$ cat config.mk
export PLATFORM = sky130hd
export DESIGN_NAME = inst_cache
export DESIGN_NICKNAME = d
export VERILOG_FILES = /design/src/rtl/inst_cache_pkg.sv /design/src/rtl/icache_data_ram.sv /design/src/rtl/inst_cache.sv
export SDC_FILE = /design/constraint.sdc
export NUM_CORES = 2
export LEC_CHECK = 0
export BUFFER_PORTS_ARGS = -buffer_cell sky130_fd_sc_hd__buf_2
export CAP_MARGIN = 5
export CORE_ASPECT_RATIO = 1.25
export CORE_MARGIN = 1
export CORE_UTILIZATION = 45
export DETAILED_ROUTE_END_ITERATION = 8
export PLACE_DENSITY_LB_ADDON = 0.08
export SYNTH_ARGS = -nofsm -noshare
export SYNTH_HDL_FRONTEND = slang
export SYNTH_SLANG_ARGS = --single-unit
$ cat constraint.sdc
create_clock -name clk -period 4.5 [get_ports clk]
set_input_delay 0.9 -clock clk [delete_from_list [all_inputs] [get_ports clk]]
set_output_delay 0.9 -clock clk [all_outputs]
set_load 0.01 [all_outputs]
$ cat src/rtl/inst_cache_pkg.sv
// Shared types and constants for the direct-mapped instruction cache.
package inst_cache_pkg;

    localparam int ICACHE_INDEX_W    = 4;
    localparam int ICACHE_LINE_WORDS = 4;
    localparam int ICACHE_OFFSET_W   = 2;

    localparam logic [31:0] ZERO_WORD = 32'h0000_0000;

    typedef enum logic [0:0] {
        IC_IDLE   = 1'b0,
        IC_REFILL = 1'b1
    } ic_state_e;

    // Word-aligned backing-memory address of word 'word' inside line 'line_addr'.
    function automatic logic [31:0] refill_addr(input logic [27:0] line_addr,
                                                input logic [1:0]  word);
        return {line_addr, word, 2'b00};
    endfunction

endpackage

$ cat src/rtl/icache_data_ram.sv
// Line storage: one synchronous write port, one asynchronous read port.
module icache_data_ram
    import inst_cache_pkg::*;
#(
    parameter int INDEX_W = ICACHE_INDEX_W
) (
    input  logic                       clk,
    input  logic                       we,
    input  logic [INDEX_W-1:0]         w_index,
    input  logic [ICACHE_OFFSET_W-1:0] w_offset,
    input  logic [31:0]                w_data,
    input  logic [INDEX_W-1:0]         r_index,
    input  logic [ICACHE_OFFSET_W-1:0] r_offset,
    output logic [31:0]                r_data
);

    localparam int DEPTH = (2 ** INDEX_W) * ICACHE_LINE_WORDS;

    logic [31:0] mem_r [0:DEPTH-1];

    // Refill writes one word per acknowledged memory beat.
    always_ff @(posedge clk) begin
        if (we) begin
            mem_r[{w_index, w_offset}] <= w_data;
        end
    end

    assign r_data = mem_r[{r_index, r_offset}];

endmodule

$ cat src/rtl/inst_cache.sv
// Direct-mapped read-only instruction cache with a 4-word line refill FSM.
module inst_cache
    import inst_cache_pkg::*;
#(
    parameter int INDEX_W = ICACHE_INDEX_W
) (
    input  logic        clk,
    input  logic        rst,
    input  logic        ce_i,
    input  logic [31:0] addr_i,
    input  logic        flush_i,
    output logic [31:0] data_o,
    output logic        stallreq_o,
    output logic        mem_req_o,
    output logic [31:0] mem_addr_o,
    input  logic [31:0] mem_rdata_i,
    input  logic        mem_ack_i
);

    localparam int LINES = 2 ** INDEX_W;
    localparam int TAG_W = 28 - INDEX_W;

    ic_state_e            state_r;
    ic_state_e            state_next_s;
    logic [27:0]          miss_line_r;
    logic [1:0]           cnt_r;
    logic                 drop_r;
    logic [LINES-1:0]     valid_r;
    logic [TAG_W-1:0]     tag_r [0:LINES-1];

    logic [INDEX_W-1:0]   lookup_index_s;
    logic [TAG_W-1:0]     lookup_tag_s;
    logic [1:0]           lookup_offset_s;
    logic [INDEX_W-1:0]   refill_index_s;
    logic [31:0]          ram_rdata_s;
    logic                 hit_s;
    logic                 ram_we_s;
    logic                 refill_done_s;
    logic                 start_miss_s;
    logic                 addr_lsb_unused_s;

    // Byte-lane bits of the fetch address play no part in the lookup.
    assign addr_lsb_unused_s = ^addr_i[1:0];

    assign lookup_offset_s = addr_i[3:2];
    assign lookup_index_s  = addr_i[3+INDEX_W:4];
    assign lookup_tag_s    = addr_i[31:4+INDEX_W];
    assign refill_index_s  = miss_line_r[INDEX_W-1:0];

    assign hit_s         = valid_r[lookup_index_s] && (tag_r[lookup_index_s] == lookup_tag_s);
    assign ram_we_s      = (state_r == IC_REFILL) && mem_ack_i && !rst;
    assign refill_done_s = ram_we_s && (cnt_r == 2'd3);

    icache_data_ram #(
        .INDEX_W (INDEX_W)
    ) u_data_ram (
        .clk      (clk),
        .we       (ram_we_s),
        .w_index  (refill_index_s),
        .w_offset (cnt_r),
        .w_data   (mem_rdata_i),
        .r_index  (lookup_index_s),
        .r_offset (lookup_offset_s),
        .r_data   (ram_rdata_s)
    );

    // Next-state and fetch/memory outputs; reset forces every output low immediately.
    always_comb begin
        state_next_s = state_r;
        data_o       = ZERO_WORD;
        stallreq_o   = 1'b0;
        mem_req_o    = 1'b0;
        mem_addr_o   = ZERO_WORD;
        start_miss_s = 1'b0;
        if (rst) begin
            state_next_s = IC_IDLE;
        end else begin
            case (state_r)
                IC_IDLE: begin
                    if (ce_i) begin
                        if (hit_s) begin
                            data_o = ram_rdata_s;
                        end else begin
                            stallreq_o   = 1'b1;
                            start_miss_s = 1'b1;
                            state_next_s = IC_REFILL;
                        end
                    end else begin
                        state_next_s = IC_IDLE;
                    end
                end
                IC_REFILL: begin
                    stallreq_o = 1'b1;
                    mem_req_o  = 1'b1;
                    mem_addr_o = refill_addr(miss_line_r, cnt_r);
                    if (refill_done_s) begin
                        state_next_s = IC_IDLE;
                    end else begin
                        state_next_s = IC_REFILL;
                    end
                end
                default: begin
                    state_next_s = IC_IDLE;
                end
            endcase
        end
    end

    // FSM state, captured miss line, word counter and drop flag.
    always_ff @(posedge clk or posedge rst) begin
        if (rst) begin
            state_r     <= IC_IDLE;
            miss_line_r <= 28'd0;
            cnt_r       <= 2'd0;
            drop_r      <= 1'b0;
        end else begin
            state_r <= state_next_s;
            case (state_r)
                IC_IDLE: begin
                    if (start_miss_s) begin
                        miss_line_r <= addr_i[31:4];
                        cnt_r       <= 2'd0;
                        drop_r      <= 1'b0;
                    end
                end
                IC_REFILL: begin
                    if (mem_ack_i) begin
                        cnt_r <= cnt_r + 2'd1;
                    end
                    // A flush during refill poisons the line being filled.
                    if (refill_done_s) begin
                        drop_r <= 1'b0;
                    end else if (flush_i) begin
                        drop_r <= 1'b1;
                    end
                end
                default: begin
                    cnt_r <= 2'd0;
                end
            endcase
        end
    end

    // Valid bits: flush wins over a completing refill so a flushed line stays invalid.
    always_ff @(posedge clk or posedge rst) begin
        if (rst) begin
            valid_r <= {LINES{1'b0}};
        end else if (flush_i) begin
            valid_r <= {LINES{1'b0}};
        end else if (refill_done_s && !drop_r) begin
            valid_r[refill_index_s] <= 1'b1;
        end
    end

    // Tag written once the last word of the line has arrived.
    always_ff @(posedge clk) begin
        if (refill_done_s) begin
            tag_r[refill_index_s] <= miss_line_r[27:INDEX_W];
        end
    end

endmodule

Yosys cells after proc, flatten, opt, wreduce, memory -nomap -nowiden
Memories as Yosys holds them, arrays and structs flattened. Index checks and enable logic that the tools add are counted.

Add/sub/neg operators: 1. $mul: 0. Divide/modulo/power cells: 0. Order comparisons: 3. Equal/unequal tests: 5. Shift-type cells: 0. Muxes and demuxes: 34. Bitwise operators: 2. Reduce and logical (&&, ||, !) cells: 12.

Operator list (number): $mux W32 (6); $mux W16 (2); $eq A24 B24 Y1 (1); $mux W1 (18); $or A16 B16 Y16 (1); $lt A4 B5 Y1 const B (2); $logic_and A1 B1 Y1 (6); $pmux W1 S2 (3); $reduce_and A2 Y1 (3); $bmux W1 S4 (1); $demux W1 S4 (1); $ge A4 B1 Y1 const B (1); $mux W2 (2); $ne A2 B2 Y1 const B (2); $pmux W2 S2 (1); $ne A3 B2 Y1 const B (1); $add A2 B1 Y2 const B (1); $eq A2 B2 Y1 const B (1); $logic_not A1 Y1 (2); $reduce_bool A2 Y1 (1); $not A1 Y1 (1).

Register bits after elaboration: 48. Latch bits: 0. RAM bits: 2432. ROM bits: 0. Input bits: 69. Output and inout port bits: 66. Word-level logic and storage cells: 64. Memories kept: 2.

Memories: u_data_ram.mem_r (depth 64, bits a word 32, read ports 1, clocked after memory_dff 0, wr ports 1, line icache_data_ram.sv:19) `logic [31:0] mem_r [0:DEPTH-1];`; tag_r (depth 16, bits a word 24, read ports 1, clocked after memory_dff 0, wr ports 1, line inst_cache.sv:29) `logic [TAG_W-1:0] tag_r [0:LINES-1];`.

Depth between registers and ports, before layout
Word-level depth: 9. Depth in mapped cells: 13. Gate-level depth less buffers: 8.

Cells and area by module
From an unflattened synthesis, not the netlist that was laid out.

Cell total of the unflattened synthesis: 4261. Area total of the unflattened synthesis: 95552.9 um2.

Modules (own cells, without submodules): icache_data_ram (times used 1, cells an instance 3292, area an instance 77874.7 um2, seq. area each 61499.0 um2); inst_cache (times used 1, cells an instance 969, area an instance 17678.2 um2, seq. area each 12732.2 um2).

Least setup slack after synthesis
Ideal clock, no wire load.

Path kind: input to output. Start: input port addr_i[2]. End: output port data_o[11]. Arrival: 3.543 ns. Required time: 3.600 ns. Path slack: 0.057 ns. Stages: 7. Cell sequence: clkbuf_1 > clkbuf_1 > buf_1 > mux4_2 > mux4_2 > mux4_2 > nor2b_1.

Word-level cells in the longest chain between the ends: 5.

Ends and longest elaborated chain: start: declaration (line inst_cache.sv:10) `input logic [31:0] addr_i,`; $mem_v2 Z64 W32; $mux W32 (line inst_cache.sv:81) `if (hit_s) begin`; $mux W32 (line inst_cache.sv:80) `if (ce_i) begin`; $mux W32 (line inst_cache.sv:78) `case (state_r)`; $mux W32 (line inst_cache.sv:75) `if (rst) begin`; end: declaration (line inst_cache.sv:12) `output logic [31:0] data_o,`.

No other way between the ends.

Worst setup path after layout
Start: input port addr_i[4]. End: output port data_o[26].

Word-level cells in the longest chain between the ends: 7. Elaborated cells between the ends (all ways): 10.

Ends and longest elaborated chain: $mem_v2 Z16 W24 / $bmux W1 S4 (equally long branches); $eq A24 B24 Y1 / $mux W1 (equally long branches) (line inst_cache.sv:50) `assign hit_s = valid_r[lookup_index_s] && (tag_r[lookup_index_s] == lookup_tag_s);`; $logic_and A1 B1 Y1 (line inst_cache.sv:50); $mux W32 * (line inst_cache.sv:81); $mux W32 * (line inst_cache.sv:80); $mux W32 * (line inst_cache.sv:78); $mux W32 * (line inst_cache.sv:75).

Mark *: on every way between the ends. The rest lies on a longest branch, timed or not. The select of a mux whose other input is x is not followed.

==> impl_metrics.tcl <==
set metrics [dict create \
    outcome "complete, but fails checks" \
    violations "setup timing" \
    finalHoldViolCount 0 \
    period_minus_slack_ns 4.90 \
    finalNetCount 4550 \
    maxCapViolations 0 \
    cts_hold_buf 0 \
    required_ns 3.60 \
    cts_buffers 237 \
    design_area_mm2 0.111 \
    power_density_mw_per_mm2 430 \
    startpoint "addr_i[4]" \
    yosys_warnings 0 \
    setup_viol 33 \
    clock-sinks 2480 \
    multiInputGateArea_mm2 0.0210 \
    drt_iter0_drc 4070 \
    crit_top_cell "buf_4" \
    grt_pass1_vias 45936 \
    drc 0 \
    fin_ws_ns -0.396 \
    drtAntennaViolNets 0 \
    drive_above_1_share 0.368 \
    cts-root-buf "clkbuf_16" \
    slowest_delay_ns 0.38 \
    whs_ns 0.272 \
    ys.flop_type "edfxtp_1" \
    worstHoldPathType "primary input to flip-flop" \
    die_w_um 414 \
    synthArstFlopShare 0.0194 \
    ir_drop_mv 0.386 \
    fin_util 0.528 \
    clk_pin_slew_worst_paths_ns 0.06 \
    syn_area_per_cell_um2 24.3 \
    rows 188 \
    portBuffers 130 \
    clock_path_buffers 3 \
    nFillCells 16231 \
    core_mm2 0.210 \
    synth_edf_count 2432 \
    reg2reg_depth 11 \
    rsz0062_at_grt "yes" \
    cts_tree "done" \
    r2r_end "miss_line_r[18]" \
    start_util 0.454 \
    final.period_utilization 1.09 \
    ys_seq_area_frac 0.778 \
    insertion_delay_ns 0.88 \
    end_kind "primary output" \
    startpoint_type "primary input" \
    drt-pass1-iter-count 5 \
    grt_start_max_net_pins 65 \
    path_cells "buf_16 > buf_16 > buf_4 > buf_4 > nor2b_2 > buf_4 > a22oi_1 > a211o_1 > nand3_1 > nand4_1 > nor4_4 > nand3_4 > buf_12 > buf_12 > a211oi_4 > buf_4 > buf_6" \
    vias 44233 \
    htreeDepth 4 \
    crit_slowest_cell "nor4_4" \
    routedWlPerCell_um 33.5 \
    critPathMaxFanout 10 \
    slew_headroom 0.152 \
    finalWirelength_um 249000 \
    fmax_mhz 204 \
    timing.rr.start "tag_r[15][23]" \
    tns_ns -8.87 \
    critPathKind "primary input to primary output" \
    p_leak_nw 35.2 \
    worst_pin_slew_ns 1.27 \
    endpoint "data_o[26]" \
    arrival_ns 4.00 \
    overflow 0 \
    post-dp-hpwl_um 140000 \
    synth_cells 3934 \
    grt_pass1_wl_um 349000 \
    antenna_found_initial 20 \
    drv_slew 0 \
    syn_area_mm2 0.0954 \
    skew_ns 0.0430 \
    io_pins 135 \
    seqCellArea_mm2 0.0742 \
    r2r_slack_ns 1.49 \
    synth-seq-cells 2480 \
    postPlaceCellArea_mm2 0.103 \
    vias_per_cell 5.95 \
    die_h_um 517 \
    yosysUniqueCellTypes 55 \
    die-area_mm2 0.214 \
    area_growth_pct 16.4 \
    grt_usage 0.235 \
    place_ws_ns -0.588 \
    gp_congestion 0.763 \
]
## worst min-delay path by stage
stage / start / to / slack, ns / cells after the start
finish: addr_i[24] / miss_line_r[20] / 0.27 / 2
detailed placement: valid_r[4] / valid_r[4] / 0.49 / 2
global route: addr_i[24] / miss_line_r[20] / 0.25 / 2
CTS: addr_i[24] / miss_line_r[20] / 0.19 / 2
global placement: valid_r[12] / valid_r[12] / 0.48 / 2
floorplan: valid_r[10] / valid_r[10] / 0.46 / 2
## layer usage
| layer | part of all wire | GRT usage | vias to the layer above |
|---|---|---|---|
| met5 | 0.00039 | 0.00227 | - |
| met4 | 0.024 | 0.0621 | 6 |
| met3 | 0.052 | 0.0384 | 327 |
| met2 | 0.51 | 0.394 | 1258 |
| met1 | 0.42 | 0.322 | 24587 |
| li1 | - | - | 18055 |
## flip-flops by register name, summed over array words and instances (netlist names)
| register | flops |
|---|---|
| state_r | 1 |
| cnt_r | 2 |
| valid_r | 16 |
| u_data_ram.mem_r | 2048 |
| miss_line_r | 28 |
| drop_r | 1 |
| tag_r | 384 |
## layout by cell type, fill, tap and decap left out, types with 12 or more instances in the layout
cell type / synthesis / routed
a211oi_1: 33 / 22
a21oi_1: 20 / 19
a22oi_1: 13 / 13
and2_1: 50 / 50
buf_12: 0 / 103
buf_2: 34 / 120
buf_4: 11 / 284
bufinv_16: 0 / 14
clkbuf_1: 118 / 64
clkbuf_16: 0 / 241
clkinv_1: 0 / 55
clkinv_2: 0 / 43
dfrtp_1: 48 / 48
edfxtp_1: 2432 / 2432
mux2_4: 20 / 20
mux2i_1: 79 / 78
mux4_2: 746 / 746
nand2_1: 20 / 20
nand3_1: 13 / 12
nor2_1: 112 / 31
nor2_4: 0 / 80
nor2b_1: 26 / 20
xnor2_1: 16 / 15
## final cells by class
class | instances | share of cell area
inverter | 3 | 0.000192
antenna | 7 | 0.000158
sequential | 2480 | 0.668
multi-input combinational | 1238 | 0.189
tap | 2755 | 0.0310
timing repair buffer | 520 | 0.0450
clock inverter | 129 | 0.00955
clock buffer | 306 | 0.0566
## Yosys cell counts, types with 3 or more instances
cell type,count,share of area
a22oi_1,13,0.0010
nor3_1,6,0.00031
and4_1,4,0.00037
dfrtp_1,48,0.013
nand2b_1,3,0.00020
mux2_4,20,0.0031
nor4_1,6,0.00039
nand4_1,6,0.00039
xnor2_1,16,0.0015
nor2_1,112,0.0044
and4b_1,3,0.00031
nand2_1,20,0.00079
a211oi_1,33,0.0026
and3_1,3,0.00020
mux4_2,746,0.18
or2_2,5,0.00033
nand3b_1,5,0.00039
mux2_1,6,0.00071
mux2_2,4,0.00047
xor2_1,9,0.00083
a21oi_1,20,0.0010
buf_6,5,0.00059
mux2i_1,79,0.0083
nand3_1,13,0.00068
nor2b_1,26,0.0017
buf_1,46,0.0018
buf_4,11,0.00087
edfxtp_1,2432,0.77
clkbuf_1,118,0.0046
a211o_1,4,0.00037
buf_2,34,0.0018
and2_1,50,0.0033
## worst max-delay path, delay by kind of cell
kind                   cells  cell delay [ns]
AO/OA/AOI/OAI              3             0.58
buffers and inverters      9             1.35
AND/OR/NAND/NOR            5             1.11
## power by group
group | internal [mW] | switching, mW
clock network | 10.6 | 8.52
logic | 1.19 | 1.49
registers | 25.7 | 0.303
total | 37.5 | 10.3
## what timing repair did
action                                  in CTS  in global routing
buffers inserted                             3                 25
pin swaps                                    6                 13
gates resized for setup                     30                 15
cloned                                       0                  0
endpoints found under the setup margin      33                 33
## logic make-up (layout without fill, tap and decap cells)
family / count (synthesis) / in the layout / synth area share
DFF: 2480 / 2480 / 0.778
buffers and inverters: 217 / 958 / 0.00981
adders and majority gates: 1 / 1 / 0.000131
and+or+nand+nor: 271 / 271 / 0.0147
AOI/OAI and AO/OA: 84 / 84 / 0.00624
xor gates and xnor gates: 25 / 25 / 0.00229
other: 1 / 9 / 0.0000393
muxes: 855 / 855 / 0.189
## through the flow
| stage | cells | power, mW |
|---|---|---|
| after global placement | 6970 | 29.1 |
| after CTS | 7407 | 48.3 |
| after global routing | 7435 | 49.2 |
| final | 7438 | 47.8 |
| after detailed placement | 6970 | 29.2 |
| after floorplan | 3935 | 27.7 |
(Power assumes the default switching activity.)
